===== src/rtl/id_ex_stage.sv =====
// -----------------------------------------------------------------------------
// id_ex_stage
//   ID/EX pipeline register with execute-operand forwarding, placed directly
//   ahead of the ALU. Decoded operands and control are captured on every rising
//   edge unless the stage is stalled or flushed. ALU operands are then selected
//   combinationally from the EX/MEM and MEM/WB results.
//
// Ports
//   clk, rst_n            clock (rising edge), asynchronous active-low reset
//   StallE, FlushE        hold / bubble controls from the hazard unit
//   ValidD, RD1D, RD2D,   decode-slot instruction: qualifier, operands,
//   ImmExtD, PCD, Rs1D,   immediate, PC, register indices, control bundle,
//   Rs2D, RdD, CtrlD,     ALU operation and operand-B select
//   ALUControlD, ALUSrcD
//   ALUResultM, RdM,      EX/MEM forward source
//   RegWriteM
//   ResultW, RdW,         MEM/WB forward source
//   RegWriteW
//   SrcAE, SrcBE,         ALU operands and store data after forwarding
//   WriteDataE
//   ALUControlE, PCE,     registered execute-slot fields
//   RdE, CtrlE, ValidE
//
// Slot protocol: ValidD/ValidE qualify the decode and execute slots. Nothing
//   flows backwards here. On each rising edge FlushE loads a bubble (all E
//   registers zero, so ValidE=0 and RegWrite=CtrlE[0]=0) and takes priority
//   over StallE. StallE holds every E register. Otherwise the decode slot is
//   loaded, and an invalid decode slot (ValidD=0) loads as a bubble.
// -----------------------------------------------------------------------------
module id_ex_stage #(
  parameter int XLEN   = 32,
  parameter int REG_W  = 5,
  parameter int CTRL_W = 6
) (
  input  logic              clk,
  input  logic              rst_n,
  input  logic              StallE,
  input  logic              FlushE,
  input  logic              ValidD,
  input  logic [XLEN-1:0]   RD1D,
  input  logic [XLEN-1:0]   RD2D,
  input  logic [XLEN-1:0]   ImmExtD,
  input  logic [XLEN-1:0]   PCD,
  input  logic [REG_W-1:0]  Rs1D,
  input  logic [REG_W-1:0]  Rs2D,
  input  logic [REG_W-1:0]  RdD,
  input  logic [CTRL_W-1:0] CtrlD,
  input  logic [2:0]        ALUControlD,
  input  logic              ALUSrcD,
  input  logic [XLEN-1:0]   ALUResultM,
  input  logic [REG_W-1:0]  RdM,
  input  logic              RegWriteM,
  input  logic [XLEN-1:0]   ResultW,
  input  logic [REG_W-1:0]  RdW,
  input  logic              RegWriteW,
  output logic [XLEN-1:0]   SrcAE,
  output logic [XLEN-1:0]   SrcBE,
  output logic [XLEN-1:0]   WriteDataE,
  output logic [2:0]        ALUControlE,
  output logic [XLEN-1:0]   PCE,
  output logic [REG_W-1:0]  RdE,
  output logic [CTRL_W-1:0] CtrlE,
  output logic              ValidE
);

  // All execute-slot state in one record so that bubble = '0 and hold = keep.
  typedef struct packed {
    logic              valid;
    logic [CTRL_W-1:0] ctrl;
    logic [2:0]        alu_ctl;
    logic              alu_src;
    logic [XLEN-1:0]   pc;
    logic [XLEN-1:0]   rd1;
    logic [XLEN-1:0]   rd2;
    logic [XLEN-1:0]   imm;
    logic [REG_W-1:0]  rs1;
    logic [REG_W-1:0]  rs2;
    logic [REG_W-1:0]  rd;
  } e_regs_t;

  e_regs_t e_q;
  e_regs_t e_d;

  always_comb begin
    e_d = e_q;
    if (FlushE) begin
      e_d = '0;
    end else if (!StallE) begin
      if (ValidD) begin
        e_d.valid   = 1'b1;
        e_d.ctrl    = CtrlD;
        e_d.alu_ctl = ALUControlD;
        e_d.alu_src = ALUSrcD;
        e_d.pc      = PCD;
        e_d.rd1     = RD1D;
        e_d.rd2     = RD2D;
        e_d.imm     = ImmExtD;
        e_d.rs1     = Rs1D;
        e_d.rs2     = Rs2D;
        e_d.rd      = RdD;
      end else begin
        e_d = '0;
      end
    end
  end

  always_ff @(posedge clk or negedge rst_n) begin
    if (!rst_n) begin
      e_q <= '0;
    end else begin
      e_q <= e_d;
    end
  end

  // Forwarding: the younger producer (EX/MEM) wins over MEM/WB. Register x0 is
  // never forwarded because its architectural value is always zero.
  logic hit_a_m, hit_a_w, hit_b_m, hit_b_w;

  assign hit_a_m = RegWriteM && (RdM != '0) && (RdM == e_q.rs1);
  assign hit_a_w = RegWriteW && (RdW != '0) && (RdW == e_q.rs1);
  assign hit_b_m = RegWriteM && (RdM != '0) && (RdM == e_q.rs2);
  assign hit_b_w = RegWriteW && (RdW != '0) && (RdW == e_q.rs2);

  always_comb begin
    SrcAE = e_q.rd1;
    if (hit_a_m) begin
      SrcAE = ALUResultM;
    end else if (hit_a_w) begin
      SrcAE = ResultW;
    end
  end

  always_comb begin
    WriteDataE = e_q.rd2;
    if (hit_b_m) begin
      WriteDataE = ALUResultM;
    end else if (hit_b_w) begin
      WriteDataE = ResultW;
    end
  end

  assign SrcBE       = e_q.alu_src ? e_q.imm : WriteDataE;
  assign ALUControlE = e_q.alu_ctl;
  assign PCE         = e_q.pc;
  assign RdE         = e_q.rd;
  assign CtrlE       = e_q.ctrl;
  assign ValidE      = e_q.valid;

endmodule


===== config.mk =====
export PLATFORM = sky130hd
export DESIGN_NAME = id_ex_stage
export DESIGN_NICKNAME = d
export VERILOG_FILES = /design/src/rtl/id_ex_stage.sv
export SDC_FILE = /design/constraint.sdc
export NUM_CORES = 1
export LEC_CHECK = 0
export CAP_MARGIN = 20
export CORE_AREA = 2 2 147 149
export DETAILED_ROUTE_END_ITERATION = 6
export DIE_AREA = 0 0 149 151
export PLACE_DENSITY = 0.8
export RECOVER_POWER = 50
export SLEW_MARGIN = 10
export SYNTH_ARGS = -nofsm -noshare
export SYNTH_HDL_FRONTEND = slang
export SYNTH_SLANG_ARGS = --single-unit

===== constraint.sdc =====
create_clock -name clk -period 3.9 [get_ports clk]
set_input_delay 0.585 -clock clk [delete_from_list [all_inputs] [get_ports clk]]
set_output_delay 0.585 -clock clk [all_outputs]
set_load 0.005 [all_outputs]

== After elaboration in Yosys (flattened, before gate mapping) ==
Index checks and enable logic that the tools add are counted.
W data, S select, Z words.

* Magnitude comparators: 0
* Bitwise gates (word level): 0
* Multiplexer cells: 8
* Shift-type cells: 0
* Equality and inequality tests: 5
* $mul: 0
* Div/mod/pow operators: 0
* Add/sub/neg operators: 0
* Reductions and logical operators: 8

{| class="wikitable"
|+ Operators by type and width
! operator !! number
|-
| $mux W154 || 3
|-
| $mux W32 || 5
|-
| $eq A5 B5 Y1 || 4
|-
| $reduce_bool A5 Y1 || 2
|-
| $logic_and A1 B1 Y1 || 6
|-
| $ne A2 B1 Y1 const B || 1
|}

* Latch bits: 0
* Bits in writable memories: 0
* Input port bits: 234
* Output and inout port bits: 143
* Logic and storage cells: 32
* Memories: 0
* Bits in read-only memories: 0
* Bits in registers: 154

== Longest topological paths before layout ==
* Depth after elaboration: 6
* Mapped depth: 7
* Gate-level depth less buffers: 5

== Least setup slack after synthesis ==
No wires, ideal clock.

* Path type: input-to-output
* Start: in RdW[1]
* End: out SrcAE[10]
* Arrival time: 1981 ps
* Buffers on the path: 2
* Required time: 3315 ps
* Setup slack: 1334 ps
* Stages: 7
* Cells stage by stage: or4_1 > o21a_1 > and4_1 > buf_6 > buf_12 > mux2i_1 > o21ai_1

* Word-level cells in the longest chain between the ends: 5

{| class="wikitable"
|+ RTL lines
! element !! RTL line !! RTL
|-
| from (decl) || 54 || <nowiki>input logic [REG_W-1:0] RdW,</nowiki>
|-
| $reduce_bool A5 Y1 || 120 || <nowiki>assign hit_a_w = RegWriteW && (RdW != '0) && (RdW == e_q.rs1);</nowiki>
|-
| $logic_and A1 B1 Y1 || 120 ||
|-
| $logic_and A1 B1 Y1 (*) || 120 ||
|-
| $mux W32 (*) || 128 || <nowiki>end else if (hit_a_w) begin</nowiki>
|-
| $mux W32 (*) || 126 || <nowiki>if (hit_a_m) begin</nowiki>
|-
| to (decl) || 56 || <nowiki>output logic [XLEN-1:0] SrcAE,</nowiki>
|}

Every way passes the cells marked *; elsewhere a longest branch is shown, timed or not.

== Final worst setup path ==
* Start: in RdM[1]
* End: out SrcBE[14]

* Word-level cells in the longest chain between the ends: 5

{| class="wikitable"
|+ RTL lines
! element !! RTL line !! RTL
|-
| from (decl) || 51 || <nowiki>input logic [REG_W-1:0] RdM,</nowiki>
|-
| $reduce_bool A5 Y1 || 121 || <nowiki>assign hit_b_m = RegWriteM && (RdM != '0) && (RdM == e_q.rs2);</nowiki>
|-
| $logic_and A1 B1 Y1 || 121 ||
|-
| $logic_and A1 B1 Y1 (*) || 121 ||
|-
| $mux W32 (*) || 135 || <nowiki>if (hit_b_m) begin</nowiki>
|-
| $mux W32 (*) || 142 || <nowiki>assign SrcBE = e_q.alu_src ? e_q.imm : WriteDataE;</nowiki>
|-
| to (decl) || 57 || <nowiki>output logic [XLEN-1:0] SrcBE,</nowiki>
|}

Marked as above.

==> impl_metrics.ini <==
[power]
finalPower_w = 0.00415
power_density_nw_per_um2 = 334
ir_drop_v = 0.000258
p_leak_nw = 5.32

[drt]
drt_first_pass_iters = 5
drt-vias-per-instance = 5.37
routed-via-count = 7149
drt_iter0_drc = 344
wl_per_cell_um = 20.2
final_antenna_net_count = 0
routed_wirelength_mm = 26.9
drc = 0

[timing]
hold_viol_final = 0
relSlewSlack_pct = -68.6
fin_skew_ns = 0
worst_pin_slew_ns = 2.53
rsz0062_at_grt = false
fin_crit_sh_pct = 96.7
setup_viol = 0
slew_viol_final = 202
min_period_ns = 3.77
fmax_mhz = 265
setup_tns_ns = 0

[synth]
synth_top_area_share_pct = 47.1
synthesis.area_um2 = 8190
ys_types = 29
synth_warnings = 0
synth.area.top_cells = dfrtp_1 47%, a22o_1 16%, mux2i_1 7.8%
synth_cells = 746
avgSynthCellArea_um2 = 11.0
ys_seq_area_share_pct = 47.1
yosys.area.top_type = dfrtp_1
synth_nets = 980
ys_seq_elements = 154

[floorplan]
rows = 53
ios = 377
die_area_um2 = 22500
die_x_um = 149
chipHeight_um = 151
core_area_um2 = 20800
start_util_pct = 39.3

[clock_tree]
insertion_delay_ns = 0.42
cts_tree = yes
cts_buffer_depth = 2
clk_pin_slew_ns = 0.07
cts-root-buf = clkbuf_16
h-tree-depth = 4
clock-sinks = 154
cts_inserted_buffers = 17

[critical_path]
cp-end-kind = primary output
arrival_ns = 3.19
max_stage_delay_ns = 0.56
worst_setup_path_start_kind = primary input
crit_required_ns = 3.31
critPathMaxFanout = 35
crit_type = in -> out
crit_family = buffers and inverters
crit_top_cell = clkdlybuf4s50_1
critPathSlowestCell = clkdlybuf4s50_1
critPathBufInv = 3
crit_chain = clkdlybuf4s50_1 -> or4_1 -> o21a_1 -> nand3_4 -> buf_12 -> nor3_1 -> a221oi_2 -> clkdlybuf4s50_1

[run_status]
run_status = finished, violations left
violations = capacitance limit, slew limit

[final_layout]
syn_to_final_growth_pct = 51.8
final_common_cell = clkdlybuf4s50_1
diodes = 0
final_cell_mix = 374 x clkdlybuf4s50_1, 153 x dfrtp_1, 153 x a22o_1, 64 x mux2i_1, 36 x nor3_1
fin_nets = 1277
drive_above_1_share_pct = 8.24

[grt]
grt_pass1_vias = 7306
grt_overflow = 0
track_usage_pct = 23.7
grt_antenna_before_repair = 0
grt_max_degree = 116
grt_pass1_wl_mm = 41.2

[placed_design]
place_hpwl_mm = 19.4
port_buffers = 376
gp_congestion = 0.872

[worst_hold_path]
hp-class = reg -> reg

[flow_run]
maxCapViolations = 2
==> registers in the layout, indices dropped and copies added (netlist names) <==
name / flops
PCE: 32
ValidE: 1
CtrlE: 6
ALUControlE: 3
e_q: 107
RdE: 5
==> through the flow <==
step | worst slack, ns | hold WS, ns | utilization (%) | cells | instance area (um2)
2_1_floorplan | 1.33 | 0.289 | - | 746 | 8190
3_3_place_gp | 0.159 | 0.478 | 56.9 | 1299 | 11900
3_5_place_dp | 0.120 | 0.482 | 56.9 | 1299 | 11900
4_1_cts | 0.119 | 0.238 | 59.8 | 1331 | 12500
5_1_grt | 0.0168 | 0.519 | 59.7 | 1331 | 12400
6_report | 0.127 | 0.504 | 59.7 | 1331 | 12400
==> kinds of logic (layout without fill, tap and decap cells) <==
group           after synthesis  after routing  synth area share [%]
mux                          64             64                  7.83
compound gates              253            253                  26.4
flops                       154            154                  47.1
simple gates                109            109                  6.13
buf+inv                     146            456                  10.4
xor+xnor                     20             20                  2.14
==> worst paths after layout <==
kind,end,cells past startpoint,startpoint,slack (ns)
setup / recovery,SrcBE[14],8,RdM[1],0.13
hold / removal,ValidE,1,ValidE,0.50
setup reg to reg,e_q[143],1,e_q[143],2.72
hold reg to reg,ValidE,1,ValidE,0.50
max in group asynchronous,e_q[89],2,rst_n,1.05
min in group asynchronous,e_q[87],1,rst_n,0.77
==> cell usage after synthesis, drive strengths merged <==
master  count
a21oi      32
nor2       33
a221oi     32
inv        32
nor3b       1
a31oi       1
o21a        2
nand2      32
and4        2
nand3       1
a21o        1
nor3       36
o21ai      32
dfrtp     154
mux2i      64
nor2b       1
buf        77
a22o      153
nand4       1
clkbuf     37
xor2       14
or4         2
xnor2       6
==> what timing repair did <==
| item | CTS | global route |
|---|---|---|
| resized for setup | 0 | 1 |
| endpoints found under the setup margin | 0 | 1 |
| hold buffers | 0 | 0 |
| buffers inserted | 0 | 0 |
==> metal layers <==
metal	up-vias	global-route usage (%)	part of all wire [%]	wire (um)
li1	3319	-	-	-
met1	3442	29.4	40	10900
met2	340	38.9	48	13000
met3	48	6.66	8.0	2140
met4	0	9.71	3.3	879
met5	-	0	0	0
==> report_power, final <==
part           internal (W)  total [W]  switching (W)  leakage, nW
registers           0.00166    0.00170      0.0000452         2.10
logic              0.000463   0.000750       0.000287         2.93
clock network      0.000923    0.00170       0.000777        0.294
==> cell type report <==
| class | instances | area [um2] |
|---|---|---|
| fillers | 1775 | 8400 |
| repair buffers | 392 | 3990 |
| flip-flops and latches | 154 | 3850 |
| multi-input cells | 446 | 3510 |
| clock buffers | 17 | 425 |
| well taps | 275 | 344 |
| clock inverters | 15 | 179 |
| inverters | 32 | 120 |
Note: power is estimated with default switching activity, not from simulation.
